[src/rtl/dual_port_ram_master_pkg.sv]
// Shared constants for dual_port_ram_master: FSM encodings, in-flight pipe depth
// and the width helper for occupancy counters.
package dual_port_ram_master_pkg;

  localparam logic [0:0] IDLE  = 1'b0;
  localparam logic [0:0] BURST = 1'b1;

  localparam int unsigned INFLIGHT_STAGES = 2;

  // Bits needed to hold a count from 0 to depth inclusive
  function automatic int unsigned cnt_width(input int unsigned depth);
    return $clog2(depth + 1);
  endfunction

endpackage

[src/rtl/dual_port_ram_master_rsp_fifo.sv]
// First-word-fall-through response buffer for dual_port_ram_master.
// The caller guarantees no push when full and no pop when empty.
module dual_port_ram_master_rsp_fifo
  import dual_port_ram_master_pkg::*;
#(
  parameter int unsigned DEPTH = 2,
  parameter int unsigned WIDTH = 32,
  parameter int unsigned CNT_W = cnt_width(DEPTH)
) (
  input  logic             clk,
  input  logic             reset,
  input  logic             push_i,
  input  logic [WIDTH-1:0] push_data_i,
  input  logic             pop_i,
  output logic             valid_o,
  output logic [WIDTH-1:0] head_o,
  output logic [CNT_W-1:0] count_o
);

  localparam int unsigned PTR_W = (DEPTH > 1) ? $clog2(DEPTH) : 1;

  logic [WIDTH-1:0] mem_q [DEPTH];
  logic [PTR_W-1:0] wr_ptr_q;
  logic [PTR_W-1:0] rd_ptr_q;
  logic [CNT_W-1:0] count_q;

  // Pointer advance with explicit wrap so non-power-of-two depths work
  function automatic logic [PTR_W-1:0] ptr_inc(input logic [PTR_W-1:0] p);
    return (p == PTR_W'(DEPTH - 1)) ? '0 : p + PTR_W'(1);
  endfunction

  // Storage, pointers and occupancy; storage cleared so the head reads zero after reset
  always_ff @(posedge clk or posedge reset) begin
    if (reset) begin
      mem_q    <= '{default: '0};
      wr_ptr_q <= '0;
      rd_ptr_q <= '0;
      count_q  <= '0;
    end else begin
      if (push_i) begin
        mem_q[wr_ptr_q] <= push_data_i;
        wr_ptr_q        <= ptr_inc(wr_ptr_q);
      end
      if (pop_i) rd_ptr_q <= ptr_inc(rd_ptr_q);
      case ({push_i, pop_i})
        2'b10:   count_q <= count_q + CNT_W'(1);
        2'b01:   count_q <= count_q - CNT_W'(1);
        default: count_q <= count_q;
      endcase
    end
  end

  assign valid_o = (count_q != '0);
  assign head_o  = mem_q[rd_ptr_q];
  assign count_o = count_q;

endmodule

[src/rtl/dual_port_ram_master.sv]
// Command/response initiator for one port of dual_port_ram.
// Define DPRM_BURST_EN to add the cmd_len port and multi-beat bursts.
module dual_port_ram_master
  import dual_port_ram_master_pkg::*;
#(
  parameter int unsigned DATA_WIDTH = 32,
  parameter int unsigned ADDR_WIDTH = 10,
  parameter int unsigned RSP_DEPTH  = 2
`ifdef DPRM_BURST_EN
  , parameter int unsigned LEN_WIDTH = 4
`endif
) (
  input  logic                  clk,
  input  logic                  reset,
  input  logic                  cmd_valid,
  output logic                  cmd_ready,
  input  logic                  cmd_we,
  input  logic [ADDR_WIDTH-1:0] cmd_addr,
  input  logic [DATA_WIDTH-1:0] cmd_wdata,
`ifdef DPRM_BURST_EN
  input  logic [LEN_WIDTH-1:0]  cmd_len,
`endif
  output logic                  rsp_valid,
  input  logic                  rsp_ready,
  output logic [DATA_WIDTH-1:0] rsp_data,
  output logic                  ram_we,
  output logic [ADDR_WIDTH-1:0] ram_addr,
  output logic [DATA_WIDTH-1:0] ram_wdata,
  input  logic [DATA_WIDTH-1:0] ram_rdata
);

  localparam int unsigned CNT_W = cnt_width(RSP_DEPTH);
  localparam int unsigned OCC_W = CNT_W + 1;

  logic [CNT_W-1:0]           buf_count;
  logic [OCC_W-1:0]           occ_c;
  logic                       credit_c;
  logic                       rd_issue_c;
  logic                       pop_c;
  logic [INFLIGHT_STAGES-1:0] infl_q, infl_d;
  logic                       ram_we_q, ram_we_d;
  logic [ADDR_WIDTH-1:0]      ram_addr_q, ram_addr_d;
  logic [DATA_WIDTH-1:0]      ram_wdata_q, ram_wdata_d;
`ifdef DPRM_BURST_EN
  logic [0:0]                 state_q, state_d;
  logic [ADDR_WIDTH-1:0]      beat_addr_q, beat_addr_d;
  logic [LEN_WIDTH-1:0]       beats_left_q, beats_left_d;
  logic                       burst_we_q, burst_we_d;
  logic [DATA_WIDTH-1:0]      burst_wdata_q, burst_wdata_d;
`endif

  // Credit: buffered responses plus reads still travelling through the RAM
  assign occ_c    = OCC_W'(buf_count) + OCC_W'($countones(infl_q));
  assign credit_c = (occ_c < OCC_W'(RSP_DEPTH));
  assign pop_c    = rsp_valid && rsp_ready;
  assign infl_d   = {infl_q[INFLIGHT_STAGES-2:0], rd_issue_c};

  // Command acceptance, beat sequencing and next RAM port values
  always_comb begin
    ram_we_d    = 1'b0;
    ram_addr_d  = ram_addr_q;
    ram_wdata_d = ram_wdata_q;
    rd_issue_c  = 1'b0;
    cmd_ready   = 1'b0;
`ifdef DPRM_BURST_EN
    state_d       = state_q;
    beat_addr_d   = beat_addr_q;
    beats_left_d  = beats_left_q;
    burst_we_d    = burst_we_q;
    burst_wdata_d = burst_wdata_q;
    case (state_q)
      IDLE: begin
        cmd_ready = cmd_we || credit_c;
        if (cmd_valid && cmd_ready) begin
          ram_we_d    = cmd_we;
          ram_addr_d  = cmd_addr;
          ram_wdata_d = cmd_wdata;
          rd_issue_c  = !cmd_we;
          if (cmd_len != '0) begin
            state_d       = BURST;
            beat_addr_d   = cmd_addr + ADDR_WIDTH'(1);
            beats_left_d  = cmd_len;
            burst_we_d    = cmd_we;
            burst_wdata_d = cmd_wdata;
          end
        end
      end
      BURST: begin
        // A read beat without credit waits; beats are never skipped
        if (burst_we_q || credit_c) begin
          ram_we_d     = burst_we_q;
          ram_addr_d   = beat_addr_q;
          ram_wdata_d  = burst_wdata_q;
          rd_issue_c   = !burst_we_q;
          beat_addr_d  = beat_addr_q + ADDR_WIDTH'(1);
          beats_left_d = beats_left_q - LEN_WIDTH'(1);
          if (beats_left_q == LEN_WIDTH'(1)) state_d = IDLE;
        end
      end
      default: state_d = IDLE;
    endcase
`else
    cmd_ready = cmd_we || credit_c;
    if (cmd_valid && cmd_ready) begin
      ram_we_d    = cmd_we;
      ram_addr_d  = cmd_addr;
      ram_wdata_d = cmd_wdata;
      rd_issue_c  = !cmd_we;
    end
`endif
  end

  // RAM port registers, in-flight pipe and burst context
  always_ff @(posedge clk or posedge reset) begin
    if (reset) begin
      ram_we_q      <= 1'b0;
      ram_addr_q    <= '0;
      ram_wdata_q   <= '0;
      infl_q        <= '0;
`ifdef DPRM_BURST_EN
      state_q       <= IDLE;
      beat_addr_q   <= '0;
      beats_left_q  <= '0;
      burst_we_q    <= 1'b0;
      burst_wdata_q <= '0;
`endif
    end else begin
      ram_we_q      <= ram_we_d;
      ram_addr_q    <= ram_addr_d;
      ram_wdata_q   <= ram_wdata_d;
      infl_q        <= infl_d;
`ifdef DPRM_BURST_EN
      state_q       <= state_d;
      beat_addr_q   <= beat_addr_d;
      beats_left_q  <= beats_left_d;
      burst_we_q    <= burst_we_d;
      burst_wdata_q <= burst_wdata_d;
`endif
    end
  end

  assign ram_we    = ram_we_q;
  assign ram_addr  = ram_addr_q;
  assign ram_wdata = ram_wdata_q;

  dual_port_ram_master_rsp_fifo #(
    .DEPTH (RSP_DEPTH),
    .WIDTH (DATA_WIDTH),
    .CNT_W (CNT_W)
  ) u_rsp_fifo (
    .clk         (clk),
    .reset       (reset),
    .push_i      (infl_q[INFLIGHT_STAGES-1]),
    .push_data_i (ram_rdata),
    .pop_i       (pop_c),
    .valid_o     (rsp_valid),
    .head_o      (rsp_data),
    .count_o     (buf_count)
  );

endmodule
[config.mk]
export PLATFORM = sky130hd
export DESIGN_NAME = dual_port_ram_master
export DESIGN_NICKNAME = d
export VERILOG_FILES = /design/src/rtl/dual_port_ram_master_pkg.sv /design/src/rtl/dual_port_ram_master_rsp_fifo.sv /design/src/rtl/dual_port_ram_master.sv
export SDC_FILE = /design/constraint.sdc
export NUM_CORES = 1
export LEC_CHECK = 0
export BUFFER_PORTS_ARGS = -buffer_cell sky130_fd_sc_hd__buf_4
export CORE_MARGIN = 2
export CORE_UTILIZATION = 45
export CTS_BUF_LIST = sky130_fd_sc_hd__clkbuf_4 sky130_fd_sc_hd__clkbuf_8 sky130_fd_sc_hd__clkbuf_16
export CTS_CLUSTER_DIAMETER = 120
export DETAILED_ROUTE_END_ITERATION = 6
export MAX_ROUTING_LAYER = met4
export PLACE_DENSITY_LB_ADDON = 0.25
export SETUP_SLACK_MARGIN = 0.4
export SYNTH_ARGS = -nofsm -noshare
export SYNTH_HDL_FRONTEND = slang
export SYNTH_HIERARCHICAL = 1
export SYNTH_SLANG_ARGS = --single-unit
export TNS_END_PERCENT = 10
[constraint.sdc]
create_clock -name clk -period 2 [get_ports clk]
set_clock_uncertainty 0.15 [all_clocks]
set_input_delay 0.1 -clock clk [delete_from_list [all_inputs] [get_ports clk]]
set_output_delay 0.1 -clock clk [all_outputs]
set_load 0.1 [all_outputs]
==> impl_metrics.tcl <==
set metrics [dict create \
    reg2reg_from "u_rsp_fifo/count_o[0]" \
    cp_data_required_time_ns 2.24 \
    met2_usage 0.3567 \
    cts_num_sinks 113 \
    hp-class "in -> async" \
    rows 37 \
    min_period_ns 2.059 \
    diodes 0 \
    worst-r2r-cell-count 7 \
    post-synth-top-count-cell "dfrtp_1" \
    tritoncts "done" \
    die_h_um 107.8 \
    fillers 558 \
    clkLatencyLatePin_ns 0.51 \
    grt_pass1_vias 3812 \
    ys.flop_type "dfrtp_1" \
    clk_path_buf_depth 2 \
    dieWidth_um 107.8 \
    yosysTopAreaCell "dfrtp_1" \
    timing.slew.headroom 0.7061 \
    cp-startpoint "u_rsp_fifo/count_o[0]" \
    r2r-end "ram_wdata[13]" \
    violations "setup timing" \
    drive_gt1_frac 0.6395 \
    grt_setup_unrepaired "yes" \
    dr_total_vias 3381 \
    boundaryPins 156 \
    core_area_um2 10370 \
    grt_usage 0.2181 \
    hold_violations 0 \
    layout-area-overhead-vs-synth_pct 66.80 \
    drc_errors 0 \
    grt_overflow 0 \
    grt_max_degree 69 \
    die_area_um2 11610 \
    synthTopCellsByCount "dfrtp_1, mux2_2, mux2_4" \
    dr.pass1.iters 4 \
    setup_viol 27 \
    synth_top_cells_by_area "dfrtp_1, mux2_2, mux2_4" \
    synth-edff-count 0 \
    grt_pass1_wl_um 18610 \
    seq_area_frac_synth 0.5835 \
    place_hpwl_um 6336 \
    clk_pin_slew_ns 0.06 \
    syn_nets 367 \
    htree_levels 4 \
    syn_inst 286 \
    syn_area_um2 4846 \
    fin_nets 620 \
    met3_usage 0.05448 \
    dp_slack_ns 0.07325 \
    multi_input_area_um2 1957 \
    synth_top_area_frac 0.5835 \
    vias_per_cell 4.914 \
    io_buffer_count 155 \
    drt_iter0_markers 46 \
    critPathCaptureType "flip-flop" \
    ys_seq_elements 113 \
    seq_area_um2 2828 \
    crit_type "reg -> reg" \
    start_kind "flip-flop" \
    layout_setup_ws_ns -0.05902 \
    syn_area_per_cell_um2 16.94 \
    ant_nets 0 \
    cts_made_buffers 17 \
    gr-max-usage-layer "met2" \
    start_util 0.4673 \
    cts_root_buf "clkbuf_8" \
    ys_warn_count 6 \
    period_share 1.030 \
    yosysUniqueCellTypes 18 \
    report.final.slew_viol_count 0 \
    r2r_setup_slack_ns -0.06 \
    outcome "finished with violations" \
    globalplace.congestion 0.7123 \
    path_max_fanout 4 \
    antenna_found_initial 0 \
    grt.met1_usage 0.2560 \
    avgRoutedWirePerCell_um 18.29 \
    tightest_slew_ns 0.4402 \
    wl_um 12580 \
    worstPathArrival_ns 2.30 \
    synthArstFlopShare 1.000 \
    cap_viol_max_count 0 \
    clock.fmax_mhz 485.7 \
]
[state kept, by name, summed over array words and instances, names as in the netlist]
signal               count
ram_addr                10
u_rsp_fifo/rd_ptr_q      1
u_rsp_fifo/wr_ptr_q      1
u_rsp_fifo/count_o       2
ram_wdata               32
u_rsp_fifo/mem_q        64
ram_we                   1
infl_q                   2
[timing repair]
action	CTS	global route
pin swaps	7	3
setup buffers	2	2
cloned	0	3
hold buffers	78	0
gates resized for setup	91	4
hold endpoints to repair	224	0
setup endpoints to repair	79	79
[stage by stage]
stage	hold slack (ns)	cells	area, µm²	utilization	TNS [ns]
after floorplan	0.01641	286	4852	-	0
after global placement	-0.005188	571	6195	0.5974	0
after detailed placement	0.002143	571	6195	0.5974	0
after CTS	0.007969	683	7973	0.7688	-0.009171
after global routing	0.07294	688	8083	0.7794	-2.134
final	0.05122	688	8083	0.7794	-0.9647
[cell families (layout without fill, tap and decap cells)]
group           count (synthesis)  count (layout)  share of synthesized area
buf+inv                        18             284                    0.03047
xor+xnor                        5               5                   0.009039
flops                         113             113                     0.5835
fa+ha+maj                       2               2                   0.005163
compound gates                  2               2                   0.005939
mux                           138             138                     0.3571
simple gates                    8               8                   0.008779
[layer usage]
layer / vias up / part of all wire
li1: 1516 / -
met1: 1703 / 0.41
met2: 134 / 0.52
met3: 28 / 0.053
met4: 0 / 0.019
met5: - / 0
[placed cells by master (no fill, tap or decap), drive strengths merged, types with 2 or more instances in the layout]
cell type and count:
or2 2, nor2 2, bufinv 4, xnor2 2, clkinvlp 2, inv 2
buf 168, xor2 3, ha 2, clkbuf 23, clkinv 7, and2 2
dfrtp 113, dlygate4sd3 78, mux2 138
[area by class of cell]
type | count | area share
timing repair buffer | 249 | 0.3094
clock inverter | 12 | 0.02012
sequential | 113 | 0.3498
inverter | 3 | 0.001858
clock buffer | 20 | 0.05557
tap | 136 | 0.02105
multi-input combinational | 155 | 0.2421
[critical path, cell delays in order, from the launching register on]
cell and delay, ns:
dfrtp_1 0.40, ha_4 0.26, a211oi_4 0.26, buf_4 0.18, o21ai_4 0.08, buf_6 0.15, clkbuf_16 0.15, mux2_4 0.30
[worst max-delay path by stage]
| stage | slack (ns) | end | depth (start not counted) |
|---|---|---|---|
| 6_report | -0.06 | ram_wdata[13] | 7 |
| 5_1_grt | -0.09 | ram_wdata[13] | 7 |
| 4_1_cts | -0.009 | cmd_ready | 4 |
| 3_5_place_dp | 0.07 | ram_wdata[16] | 5 |
| 3_3_place_gp | 0.14 | ram_wdata[17] | 5 |
| 2_1_floorplan | 0.14 | ram_addr[0] | 5 |
Power is not shown: default switching activity piles up to over one toggle a cycle in this logic, so the estimate is an artifact.
